<file path="config.mk">
export PLATFORM = sky130hd
export DESIGN_NAME = alu_seq_ctrl
export DESIGN_NICKNAME = d
export VERILOG_FILES = /design/src/rtl/alu_seq_ctrl.sv
export SDC_FILE = /design/constraint.sdc
export NUM_CORES = 1
export LEC_CHECK = 0
export BUFFER_PORTS_ARGS = -buffer_cell sky130_fd_sc_hd__buf_4
export CAP_MARGIN = 20
export CORE_UTILIZATION = 40
export CTS_CLUSTER_DIAMETER = 100
export CTS_CLUSTER_SIZE = 40
export DETAILED_ROUTE_END_ITERATION = 10
export HOLD_SLACK_MARGIN = 0.1
export PLACE_DENSITY = 0.78
export SKIP_LAST_GASP = 1
export SYNTH_ARGS = -nofsm -noshare
export SYNTH_HDL_FRONTEND = slang
export SYNTH_SLANG_ARGS = --single-unit
</file>
<file path="constraint.sdc">
create_clock -name clk -period 6 [get_ports clk]
set_clock_uncertainty 0.2 [all_clocks]
set_input_delay 0.6 -clock clk [delete_from_list [all_inputs] [get_ports clk]]
set_output_delay 0.6 -clock clk [all_outputs]
set_load 0.01 [all_outputs]
</file>
<file path="src/rtl/alu_seq_ctrl.sv">
// Hardwired control sequencer for a single-bus CPU datapath: fetch, decode,
// and execute of 3-operand, unary and MUL/DIV instructions as T-state strobes.
module alu_seq_ctrl #(
    parameter int DATA_W  = 32,
    parameter int NREG    = 16,
    parameter int OPC_W   = 5,
    parameter int ZERO_R0 = 1,
    localparam int RW     = $clog2(NREG)
) (
    input  logic              clk,
    input  logic              reset,
    input  logic              start,
    input  logic              mem_ready,
    input  logic [DATA_W-1:0] ir,
    output logic [NREG-1:0]   Rout,
    output logic [NREG-1:0]   Rin,
    output logic              PCout,
    output logic              IncPC,
    output logic              MARin,
    output logic              PCin,
    output logic              Read,
    output logic              MDRin,
    output logic              MDRout,
    output logic              IRin,
    output logic              Yin,
    output logic              Zin,
    output logic              Zlowout,
    output logic              Zhighout,
    output logic              LOin,
    output logic              HIin,
    output logic [OPC_W-1:0]  alu_op,
    output logic              busy,
    output logic              done,
    output logic              illegal
);

    localparam int RA_HI  = DATA_W - OPC_W - 1;
    localparam int RB_HI  = RA_HI - RW;
    localparam int RC_HI  = RB_HI - RW;
    localparam int LOW_W  = RC_HI - RW + 1;

    typedef enum logic [2:0] {IDLE, T0, T1, T2, T3, T4, T5, T6} state_t;

    state_t           state, state_nxt;
    logic             t1_first;
    logic [OPC_W-1:0] op_q;
    logic [RW-1:0]    ra_q, rb_q, rc_q;

    logic [OPC_W-1:0] ir_op;
    logic [RW-1:0]    ir_ra, ir_rb, ir_rc;

    assign ir_op = ir[DATA_W-1 -: OPC_W];
    assign ir_ra = ir[RA_HI -: RW];
    assign ir_rb = ir[RB_HI -: RW];
    assign ir_rc = ir[RC_HI -: RW];

    // Bits below the Rc field carry no control information.
    generate
        if (LOW_W > 0) begin : g_low
            logic unused_ir_low;
            assign unused_ir_low = ^ir[LOW_W-1:0];
        end
    endgenerate

    function automatic logic is_3op(input logic [OPC_W-1:0] op);
        return (op >= OPC_W'(3)) && (op <= OPC_W'(11));
    endfunction

    function automatic logic is_muldiv(input logic [OPC_W-1:0] op);
        return (op == OPC_W'(15)) || (op == OPC_W'(16));
    endfunction

    function automatic logic is_unary(input logic [OPC_W-1:0] op);
        return (op == OPC_W'(17)) || (op == OPC_W'(18));
    endfunction

    function automatic logic [NREG-1:0] dec(input logic [RW-1:0] r);
        return NREG'(1) << r;
    endfunction

    logic [NREG-1:0] ra_wr;
    assign ra_wr = (ZERO_R0 != 0 && ra_q == '0) ? '0 : dec(ra_q);

    // State register; t1_first marks the first T1 cycle so PC update is not repeated on stalls.
    always_ff @(posedge clk or posedge reset) begin
        if (reset) begin
            state    <= IDLE;
            t1_first <= 1'b0;
            op_q     <= '0;
            ra_q     <= '0;
            rb_q     <= '0;
            rc_q     <= '0;
        end else begin
            state    <= state_nxt;
            t1_first <= (state == T0);
            if (state == T2) begin
                op_q <= ir_op;
                ra_q <= ir_ra;
                rb_q <= ir_rb;
                rc_q <= ir_rc;
            end
        end
    end

    always_comb begin
        state_nxt = state;
        case (state)
            IDLE: if (start) state_nxt = T0;
            T0:   state_nxt = T1;
            T1:   if (mem_ready) state_nxt = T2;
            T2:   state_nxt = (is_3op(ir_op) || is_muldiv(ir_op) || is_unary(ir_op)) ? T3 : IDLE;
            T3:   state_nxt = T4;
            T4:   state_nxt = is_unary(op_q) ? IDLE : T5;
            T5:   state_nxt = is_muldiv(op_q) ? T6 : IDLE;
            T6:   state_nxt = IDLE;
            default: state_nxt = IDLE;
        endcase
    end

    always_comb begin
        Rout = '0;  Rin = '0;
        PCout = 1'b0;  IncPC = 1'b0;  MARin = 1'b0;  PCin = 1'b0;
        Read = 1'b0;  MDRin = 1'b0;  MDRout = 1'b0;  IRin = 1'b0;
        Yin = 1'b0;  Zin = 1'b0;  Zlowout = 1'b0;  Zhighout = 1'b0;
        LOin = 1'b0;  HIin = 1'b0;
        alu_op = '0;  done = 1'b0;  illegal = 1'b0;
        busy = (state != IDLE);
        case (state)
            T0: begin
                PCout = 1'b1;  MARin = 1'b1;  IncPC = 1'b1;  Zin = 1'b1;
            end
            T1: begin
                Read = 1'b1;  MDRin = 1'b1;
                Zlowout = t1_first;  PCin = t1_first;
            end
            T2: begin
                MDRout = 1'b1;  IRin = 1'b1;
                illegal = !(is_3op(ir_op) || is_muldiv(ir_op) || is_unary(ir_op));
            end
            T3: begin
                if (is_unary(op_q)) begin
                    Rout = dec(rb_q);  Zin = 1'b1;  alu_op = op_q;
                end else if (is_muldiv(op_q)) begin
                    Rout = dec(ra_q);  Yin = 1'b1;
                end else begin
                    Rout = dec(rb_q);  Yin = 1'b1;
                end
            end
            T4: begin
                if (is_unary(op_q)) begin
                    Zlowout = 1'b1;  Rin = ra_wr;  done = 1'b1;
                end else begin
                    Rout = is_muldiv(op_q) ? dec(rb_q) : dec(rc_q);
                    Zin = 1'b1;  alu_op = op_q;
                end
            end
            T5: begin
                Zlowout = 1'b1;
                if (is_muldiv(op_q)) LOin = 1'b1;
                else begin
                    Rin = ra_wr;  done = 1'b1;
                end
            end
            T6: begin
                Zhighout = 1'b1;  HIin = 1'b1;  done = 1'b1;
            end
            default: ;
        endcase
    end

endmodule

</file>
== Yosys cells after proc, flatten, opt, wreduce, memory -nomap -nowiden ==
Cells that the tools add are included.
Word-level totals
  register bits: 21
  bits of input ports: 36
  word-level logic and storage cells: 73
Operators by class
  $lt $le $gt $ge: 2
  equal/unequal tests: 17
  shift operators: 3
  mux-type cells: 33
  reduce and logical (&&, ||, !) cells: 12
Operators by type and width (number)
  $mux W16: 7
  $pmux W16 S2: 2
  $shl A1 B4 Y16 const A: 3
  $eq A5 B5 Y1 const B: 6
  $pmux W3 S8: 1
  $mux W3: 5
  $eq A3 B3 Y1 const B: 4
  $mux W1: 12
  $eq A5 B4 Y1 const B: 2
  $mux W5: 2
  $pmux W5 S2: 1
  $pmux W1 S3: 3
  $eq A3 B2 Y1 const B: 2
  $logic_or A1 B1 Y1: 6
  $ge A5 B2 Y1 const B: 1
  $le A5 B4 Y1 const B: 1
  $logic_not A4 Y1: 1
  $ne A2 B2 Y1 const B: 2
  $eq A3 B1 Y1 const B: 1
  $logic_not A3 Y1: 1
  $reduce_bool A3 Y1: 1
  $reduce_and A2 Y1: 1
  $logic_and A1 B1 Y1: 1
  $logic_not A1 Y1: 1

== Longest topological paths before layout ==
Gate-level depths: netlist (run 1).
  word-level depth: 6
  mapped depth: 8
  depth with buffers taken out: 5

== Worst setup path before layout (run 1) ==
Ideal clock, no wire load.
  kind: register to output
  from: reg op_q[2]
  to: out alu_op[0]
  arrival time: 1.625 ns
  required time: 5.200 ns
  setup slack: 3.575 ns
  cell stages (with the launch flop): 6
  cells stage by stage: dfrtp_1 or3b_1 buf_2 nor2_4 xnor2_1 nor4bb_1
On the way
  longest elaborated chain between the ends: 4
Ends and longest elaborated chain
  from (decl): line 46  | logic [OPC_W-1:0] op_q;
  from (signal assigned): line 97  | op_q <= ir_op;
  $eq A5 B5 Y1: line 74  | return (op == OPC_W'(17)) || (op == OPC_W'(18));
  $logic_or A1 B1 Y1 *: line 74
  $mux W5 (on tied branches): line 150, 141
  $pmux W5 S2 *: line 128  | case (state)
  to (decl): line 31  | output logic [OPC_W-1:0] alu_op,
Every way passes the cells marked *; elsewhere a longest branch is shown, timed or not.

== Worst setup path in the final report (run 1) ==
  from: reg state[2]
  to: out Rout[13]
On the way
  longest elaborated chain between the ends: 2
Ends and longest elaborated chain
  from (decl): line 44  | state_t state, state_nxt;
  from (signal assigned): line 94  | state <= state_nxt;
  $eq A3 B3 Y1: line 128
  $pmux W16 S2 *: line 128
  to (decl): line 15  | output logic [NREG-1:0] Rout,
Marks and branches as above.

==> results of run 1 <==
## state kept, by name, indices dropped and copies added (netlist names)
name and flops:
op_q 5, rb_q 4, ra_q 4, state 3
t1_first 1, rc_q 4
## per-layer routing
layer | up-vias | GRT usage, % | wire (µm) | share of wire [%]
li1 | 1107 | - | - | -
met1 | 1064 | 34.4 | 2770 | 47
met2 | 109 | 35.6 | 2690 | 45
met3 | 9 | 1.67 | 386 | 6.5
met4 | 0 | 6.32 | 74 | 1.3
met5 | - | 0 | 0 | 0
## critical path: cells and delay by family (launching register included)
kind	cells	cell delay (ns)
AND/OR/NAND/NOR	1	0.67
buffers and inverters	1	0.16
AO/OA/AOI/OAI	3	0.70
flip-flops	1	0.79
## kinds of logic after synthesis
group,count (synthesis)
XOR/XNOR,4
flip-flops,21
AO/OA/AOI/OAI,55
multiplexers,1
buffers and inverters,30
AND/OR/NAND/NOR,163
other,1
## cell type report
class / count / area (µm²)
multi-input combinational: 224 / 1320
clock buffer: 4 / 45.0
inverter: 4 / 15.0
timing repair buffer: 74 / 556
tap: 67 / 83.8
sequential: 21 / 526
fill: 475 / 2210
## cell usage in the layout, fill, tap and decap left out, types with 11 or more instances in the layout
cell type and n:
dfrtp_1 21, a31oi_1 12, nor2b_1 11, nor2_1 24
buf_4 74, a221oi_1 20, nand2_1 64, nor3_1 11
nand4_1 14
## worst min-delay path by stage
stage               depth (start not counted)  endpoint  slack [ns]
global placement                            2   rb_q[1]        0.33
detailed placement                          2   rb_q[2]        0.34
finish                                      2   ra_q[1]        0.28
CTS                                         2   ra_q[1]        0.32
global route                                3   rb_q[0]        0.33
floorplan                                   2   rb_q[1]        0.30
## power by group through the flow
stage | Sequential (mW) | Combinational (mW) | Clock [mW]
after global routing | 0.380 | 0.757 | 0.0997
final | 0.363 | 0.691 | 0.0915
after CTS | 0.359 | 0.685 | 0.0927
after detailed placement | 0.362 | 0.680 | 0
after floorplan | 0.287 | 0.533 | 0
after global placement | 0.356 | 0.670 | 0
## stage by stage
| stage | total power, mW | utilization [%] |
|---|---|---|
| after floorplan | 0.820 | - |
| after global placement | 1.03 | 52.6 |
| after detailed placement | 1.04 | 52.6 |
| after CTS | 1.14 | 53.6 |
| after global routing | 1.24 | 53.6 |
| final | 1.14 | 53.6 |
==> flow_summary.ini, run 1 <==
[outcome]
status = completed

[cells_and_area]
finalNetCount = 364
syn_to_final_growth_pct = 27.9
stdcell_count = 394
diodes = 0
drive_above_1_share_pct = 26.3
final_cell_area_um2 = 2550

[sta]
hold_slack_ns = 0.283
fmaxAchievable_ghz = 0.295
grt_setup_unrepaired = no
fin_crit_ns = 3.39
fin_ws_ns = 2.61
timing.final.crit_share_pct = 56.5
drv_slew = 0
slew_headroom_pct = 39.0
worstMarginPinSlew_ns = 0.912
hold_viol = 0
setup_tns_ns = 0
final-setup-viol-count = 0

[floorplan]
die_w_um = 72.6
die-area_um2 = 5270
io_pins = 90
die_h_um = 72.6
row_count = 25
core_area_um2 = 4750
initial_core_util_pct = 41.9

[yosys]
synth_common_cells = nand2_1 (64), nor2_1 (24), dfrtp_1 (21), a221oi_1 (20), nand4_1 (14)
yosys.cell_types.count = 46
ys_seq_area_share_pct = 26.4
synth_area_um2 = 1990
synth_ff_type = dfrtp_1
synthTopCellsByArea = dfrtp_1 (26%), nand2_1 (12%), a221oi_1 (8.8%)
syn-instance-count = 275
synthAdderAreaFrac_pct = 0
synth_top_area_cell = dfrtp_1
synthXorXnorAreaFrac_pct = 1.76
synth_compound_area_share_pct = 21.4
async_flop_share_pct = 100
synthSimpleGateAreaFrac_pct = 42.5
mappedNetlistNets = 311
synth_top_family_by_area = simple AND/OR/NAND/NOR gates
synth_edf_count = 0
synth.most_common_cell = nand2_1
synth_top_area_share_pct = 26.4
synth_mux_area_share_pct = 0.503
avgSynthCellArea_um2 = 7.24
yosysWarnings = 0
ys_ff_latch = 21

[power]
p_per_area_nw_per_um2 = 449
seqPwrFrac_pct = 31.7
netSwitchingPower_mw = 0.605
power.internal_mw = 0.539
total_leakage_power_nw = 1.11
p_comb_share_pct = 60.3
peakVddDrop_uv = 225
netSwitchingFraction_pct = 52.9
p_clk_share_pct = 8.0

[critical_path]
crit_type = flip-flop to output port
r2r-end = state[2]
reg2reg_depth = 3
critPathSlowestCell = dfrtp_1
crit_path_end_kind = output port
cp_cell_sequence = and3b_1 > o2111a_1 > a221oi_1 > a31oi_1 > buf_4
slowest_delay_ns = 0.79
reg2reg_from = state[2]
regToRegSetupSlack_ns = 3.51
cp_data_required_time_ns = 5.20
critPathLaunchType = flip-flop
worstSetupEndpoint = Rout[13]
crit_path_start = state[2]
crit_fanout = 28
critPathArrivalTime_ns = 2.59

[placement]
numPortBuffers = 73
dpl_worst_slack_ns = 2.98
gp_congestion = 0.927
dp.cells = 390
dpl_cell_area_um2 = 2500
hpwl_mm = 4.33

[route]
drt_iter0_markers = 258
route.detailed.drc = 0
drt-vias-per-instance = 5.81
firstDrtPassIters = 7
dr_total_vias = 2289
drt-wirelength-per-cell_um = 15.0
antenna_left = 0
wirelength_mm = 5.92

[global_routing]
grt_pass1_vias = 1924
grt_usage_pct = 23.0
grt_pass1_wl_mm = 9.52
grt_antenna_before_repair = 0
grt_max_degree = 31
grt_overflow = 0

[clocking]
post_cts_buffers = 0
clock_sinks = 21
insertion_delay_ns = 0.26
numCtsBuffers = 3
ctsHoldBuffers = 0
cts_tree = built
cts_root_buf = clkbuf_8
clk_path_buf_depth = 2
cts-resized-gates = 0
clk_pin_slew_worst_paths_ns = 0.07
htreeDepth = 1

[job]
drv_cap = 0

[worst_hold_path]
min-delay-path-class = input port to async pin
No activity file was read; power rests on OpenSTA's default activity.
==> inputs of run 2 (changes only) <==
--- a/config.mk
+++ b/config.mk
@@ -12,7 +12,7 @@
 export CTS_CLUSTER_SIZE = 40
 export DETAILED_ROUTE_END_ITERATION = 10
 export HOLD_SLACK_MARGIN = 0.1
-export PLACE_DENSITY = 0.78
+export PLACE_DENSITY = 0.8
 export SKIP_LAST_GASP = 1
 export SYNTH_ARGS = -nofsm -noshare
 export SYNTH_HDL_FRONTEND = slang
==> constraint.sdc (replaced) <==
create_clock -name clk -period 3.1 [get_ports clk]
set_clock_uncertainty 0.2 [all_clocks]
set_input_delay 0.31 -clock clk [delete_from_list [all_inputs] [get_ports clk]]
set_output_delay 0.31 -clock clk [all_outputs]
set_load 0.01 [all_outputs]
==> flow_summary.ini, run 2 (synthesis results as in run 1) <==
[cells_and_area]
largest_register = op_q
largest_reg_flops = 5
fin_util_pct = 58.7
drive_above_1_share_pct = 27.3
stdcell_count = 419
syn_to_final_growth_pct = 40.2
finalNetCount = 389
final_common_cell = buf_4
diodes = 0
final_cell_mix = buf_4 (81), nand2_1 (64), nor2_1 (24), dfrtp_1 (21), a221oi_1 (20)
final_cell_area_um2 = 2790

[route]
wl_met2_mm = 2.84
route.detailed.drc = 0
highest_layer = met4
firstDrtPassIters = 4
dr_total_vias = 2372
dr_wl_met3_um = 375
wirelength_mm = 5.98
wl_met1_mm = 2.73
drt_iter0_markers = 242
drt-wirelength-per-cell_um = 14.3
drt-vias-per-instance = 5.66
antenna_left = 0

[worst_hold_path]
worstHoldStart = ir[30]
min-delay-path-class = input port to flip-flop
hold-path-endpoint = op_q[3]
whs_path_depth = 3

[job]
drv_cap = 0

[sta]
worstMarginPinSlew_ns = 0.792
final-setup-viol-count = 0
fmaxAchievable_ghz = 0.367
timing.final.crit_share_pct = 87.9
fin_crit_ns = 2.72
slew_headroom_pct = 46.7
grt_setup_unrepaired = no
hold_viol = 0
setup_tns_ns = 0
fin_ws_ns = 0.375
drv_slew = 0

[critical_path]
crit_fanout = 7
cp_top_family = compound AO/OA/AOI/OAI gates
worst-path-buf-inv = 1
regToRegSetupSlack_ns = 1.16
r2r-end = state[0]
crit_type = flip-flop to output port
critPathSlowestCell = or3b_1
crit_path_end_kind = output port
cp_data_required_time_ns = 2.59
cp_cell_sequence = or3b_1 > o2111a_1 > a221oi_1 > a31oi_1 > buf_4
critPathLaunchType = flip-flop
reg2reg_from = op_q[4]
critPathArrivalTime_ns = 2.21
slowest_delay_ns = 0.55
reg2reg_depth = 5

[floorplan]
row_count = 25
io_pins = 90
die-area_um2 = 5270
die_w_um = 72.6
initial_core_util_pct = 41.9
core_area_um2 = 4750
die_h_um = 72.6

[global_routing]
grt_pass1_vias = 2015
grt_max_degree = 31
grt_antenna_before_repair = 0
grt_usage_pct = 23.0
grt_pass1_wl_mm = 9.70
grt_overflow = 0

[placement]
numPortBuffers = 73
dpl_cell_area_um2 = 2560
gp_congestion = 0.901
dp.cells = 397
hpwl_mm = 4.45
dpl_worst_slack_ns = 0.504

[clocking]
insertion_delay_ns = 0.25
post_cts_buffers = 0
htreeDepth = 1
clock_sinks = 21
clk_path_buf_depth = 2
clk_pin_slew_worst_paths_ns = 0.07
cts-resized-gates = 0
cts_tree = built
ctsHoldBuffers = 17
cts_root_buf = clkbuf_8
numCtsBuffers = 3

[power]
p_clk_share_pct = 7.5
total_leakage_power_nw = 1.23
power.internal_mw = 1.12
p_per_area_nw_per_um2 = 826
netSwitchingFraction_pct = 51.3
p_comb_share_pct = 64.9
peakVddDrop_uv = 430
seqPwrFrac_pct = 27.6
netSwitchingPower_mw = 1.18

[outcome]
status = completed
## run 2: power by group through the flow
stage	registers, mW	logic (mW)	clock network (mW)
finish	0.636	1.50	0.173
global route	0.663	1.65	0.196
CTS	0.631	1.48	0.181
detailed placement	0.635	1.46	0
global placement	0.622	1.43	0
floorplan	0.555	1.03	0
## run 2: metrics by stage
step	power [mW]	hold WS, ns
after floorplan	1.59	0.0865
after global placement	2.06	0.287
after detailed placement	2.09	0.302
after CTS	2.29	0.138
after global routing	2.51	0.160
final	2.31	0.153
## run 2: final cells by class
cell class                 instances  area (µm²)
inverter                           4        15.0
sequential                        21         526
multi-input combinational        224        1330
fill                             458        1960
tap                               67        83.8
timing repair buffer              99         793
clock buffer                       3        41.3
clock inverter                     1        5.00
## run 2: worst max-delay path by stage
stage / startpoint / to / slack [ns] / cells after the start
global placement: op_q[1] / Rin[12] / 0.57 / 5
CTS: op_q[1] / Rin[12] / 0.22 / 5
global route: state[1] / Rout[6] / 0.22 / 5
detailed placement: op_q[1] / Rin[12] / 0.50 / 5
floorplan: op_q[2] / alu_op[0] / 0.96 / 5
finish: op_q[2] / Rout[9] / 0.38 / 5
## run 2: metal layers
layer,vias to the layer above,GRT usage (%)
met5,-,0
met4,0,5.45
met3,4,1.94
met2,92,36.9
met1,1119,33.4
li1,1157,-
## run 2: worst reg2reg max path, stage by stage (launching register included)
cell and delay (ns):
dfrtp_1 0.44, nor3b_4 0.41, o2bb2ai_2 0.24, buf_8 0.24, mux2i_1 0.10, a211oi_1 0.23
==> inputs of run 3 (changes only) <==
--- a/config.mk
+++ b/config.mk
@@ -8,6 +8,7 @@
 export BUFFER_PORTS_ARGS = -buffer_cell sky130_fd_sc_hd__buf_4
 export CAP_MARGIN = 20
 export CORE_UTILIZATION = 40
+export CTS_BUF_LIST = sky130_fd_sc_hd__clkbuf_8
 export CTS_CLUSTER_DIAMETER = 100
 export CTS_CLUSTER_SIZE = 40
 export DETAILED_ROUTE_END_ITERATION = 10
==> constraint.sdc (replaced) <==
create_clock -name clk -period 3.1 [get_ports clk]
set_clock_uncertainty 0.2 [all_clocks]
set_input_delay 0.62 -clock clk [delete_from_list [all_inputs] [get_ports clk]]
set_output_delay 0.62 -clock clk [all_outputs]
set_load 0.01 [all_outputs]
==> flow_summary.ini, run 3 (synthesis results as in run 1) <==
[cells_and_area]
largest_reg_flops = 5
final_cell_mix = buf_4 (85), nand2_1 (64), nor2_1 (24), dfrtp_1 (21), a221oi_1 (20)
diodes = 0
largest_register = op_q
n_fill_cell = 489
finalNetCount = 375
final_common_cell = buf_4
syn_to_final_growth_pct = 33.7
final_cell_area_um2 = 2660
drive_above_1_share_pct = 29.3

[floorplan]
die_w_um = 72.6
initial_core_util_pct = 41.9
die-area_um2 = 5270
core_area_um2 = 4750
io_pins = 90
row_count = 25
die_h_um = 72.6

[sta]
drv_slew = 0
slew_headroom_pct = 47.0
fin_crit_ns = 2.97
hold_viol = 0
timing.final.crit_share_pct = 95.9
worstMarginPinSlew_ns = 0.794
final-setup-viol-count = 0
setup_tns_ns = 0
grt_setup_unrepaired = yes
fmaxAchievable_ghz = 0.337

[global_routing]
use_met3_pct = 2.08
grt_pass1_vias = 2119
grtUsageMet1_pct = 31.6
grt_overflow = 0
grt_usage_pct = 23.2
grt-busiest-layer = met2
grtUsageMet2_pct = 39.3
grt_max_degree = 25
grt_pass1_wl_mm = 9.81
grt_antenna_before_repair = 0

[clocking]
clk_path_buf_depth = 2
cts_root_buf = clkbuf_8
htreeDepth = 1
cts_tree = built
numCtsBuffers = 3
clock_sinks = 21
clk_pin_slew_worst_paths_ns = 0.07
insertion_delay_ns = 0.26

[critical_path]
crit_path_end_kind = output port
critPathLaunchType = flip-flop
reg2reg_from = state[2]
critPathArrivalTime_ns = 2.15
crit_type = flip-flop to output port
regToRegSetupSlack_ns = 1.12
crit_path_start = op_q[0]
worstSetupEndpoint = Rout[6]
cp_data_required_time_ns = 2.28
r2r-end = state[2]
reg2reg_depth = 5
crit_fanout = 6

[outcome]
status = completed

[route]
firstDrtPassIters = 4
drt_iter0_markers = 212
antenna_left = 0
dr_total_vias = 2320
route.detailed.drc = 0
drt-vias-per-instance = 5.73
drt-wirelength-per-cell_um = 14.8
wirelength_mm = 6.01

[power]
peakVddDrop_uv = 558
p_per_area_nw_per_um2 = 881
total_leakage_power_nw = 1.18

[worst_hold_path]
min-delay-path-class = input port to async pin

[placement]
numPortBuffers = 73
hpwl_mm = 4.47
gp_congestion = 0.933
dpl_cell_area_um2 = 2570

[job]
drv_cap = 0
[run 3: cell count changes in the layout (fill, tap and decap cells not counted), sizes merged]
cell,change
dlygate4sd3,-17
buf,+3
clkinv,-1
inv,+1
[run 3: per-layer routing]
layer	vias to the layer above	share of wire, %
li1	1127	-
met1	1099	46
met2	86	47
met3	8	5.6
met4	0	1.0
met5	-	0
[run 3: power by group]
group	switching, mW	internal, mW	total (mW)
registers	0.222	0.410	0.632
logic	0.906	0.635	1.54
clock network	0.0841	0.0882	0.172
[run 3: final cells by class]
type	count	area, µm²	area share, %
Multi-Input combinational cell	224	1360	50.9
Clock buffer	3	41.3	1.55
Clock inverter	1	3.75	0.141
Inverter	4	15.0	0.564
Timing Repair Buffer	85	638	24.0
Sequential cell	21	526	19.7
Tap cell	67	83.8	3.15
[run 3: timing repair]
item / 4_1_cts / 5_1_grt
buffers inserted: 0 / 3
resized for setup: 0 / 3
hold buffers: 0 / 0
setup endpoints to repair: 0 / 12
[run 3: worst min path at each step]
stage | from | endpoint | slack (ns)
after floorplan | rb_q[1] | rb_q[1] | 0.30
after global placement | rb_q[1] | rb_q[1] | 0.33
after detailed placement | rb_q[2] | rb_q[2] | 0.35
after CTS | reset | ra_q[1] | 0.34
after global routing | ir[17] | rc_q[2] | 0.35
final | reset | ra_q[1] | 0.31
[run 3: stage by stage]
step	setup slack, ns	instances	power, mW	hold slack, ns	util [%]
finish	0.128	405	2.35	0.307	56.0
global route	-0.0114	405	2.54	0.350	56.0
CTS	0.0780	402	2.28	0.337	55.0
detailed placement	0.381	398	2.10	0.349	54.0
global placement	0.397	398	2.05	0.328	54.0
floorplan	0.655	275	1.59	0.295	-
[run 3: worst max-delay path, stage by stage (launching register included)]
cell       delay (ns)
dfrtp_1          0.45
xor2_1           0.26
a2111oi_2        0.67
a221oi_1         0.19
a31oi_1          0.18
buf_4            0.14
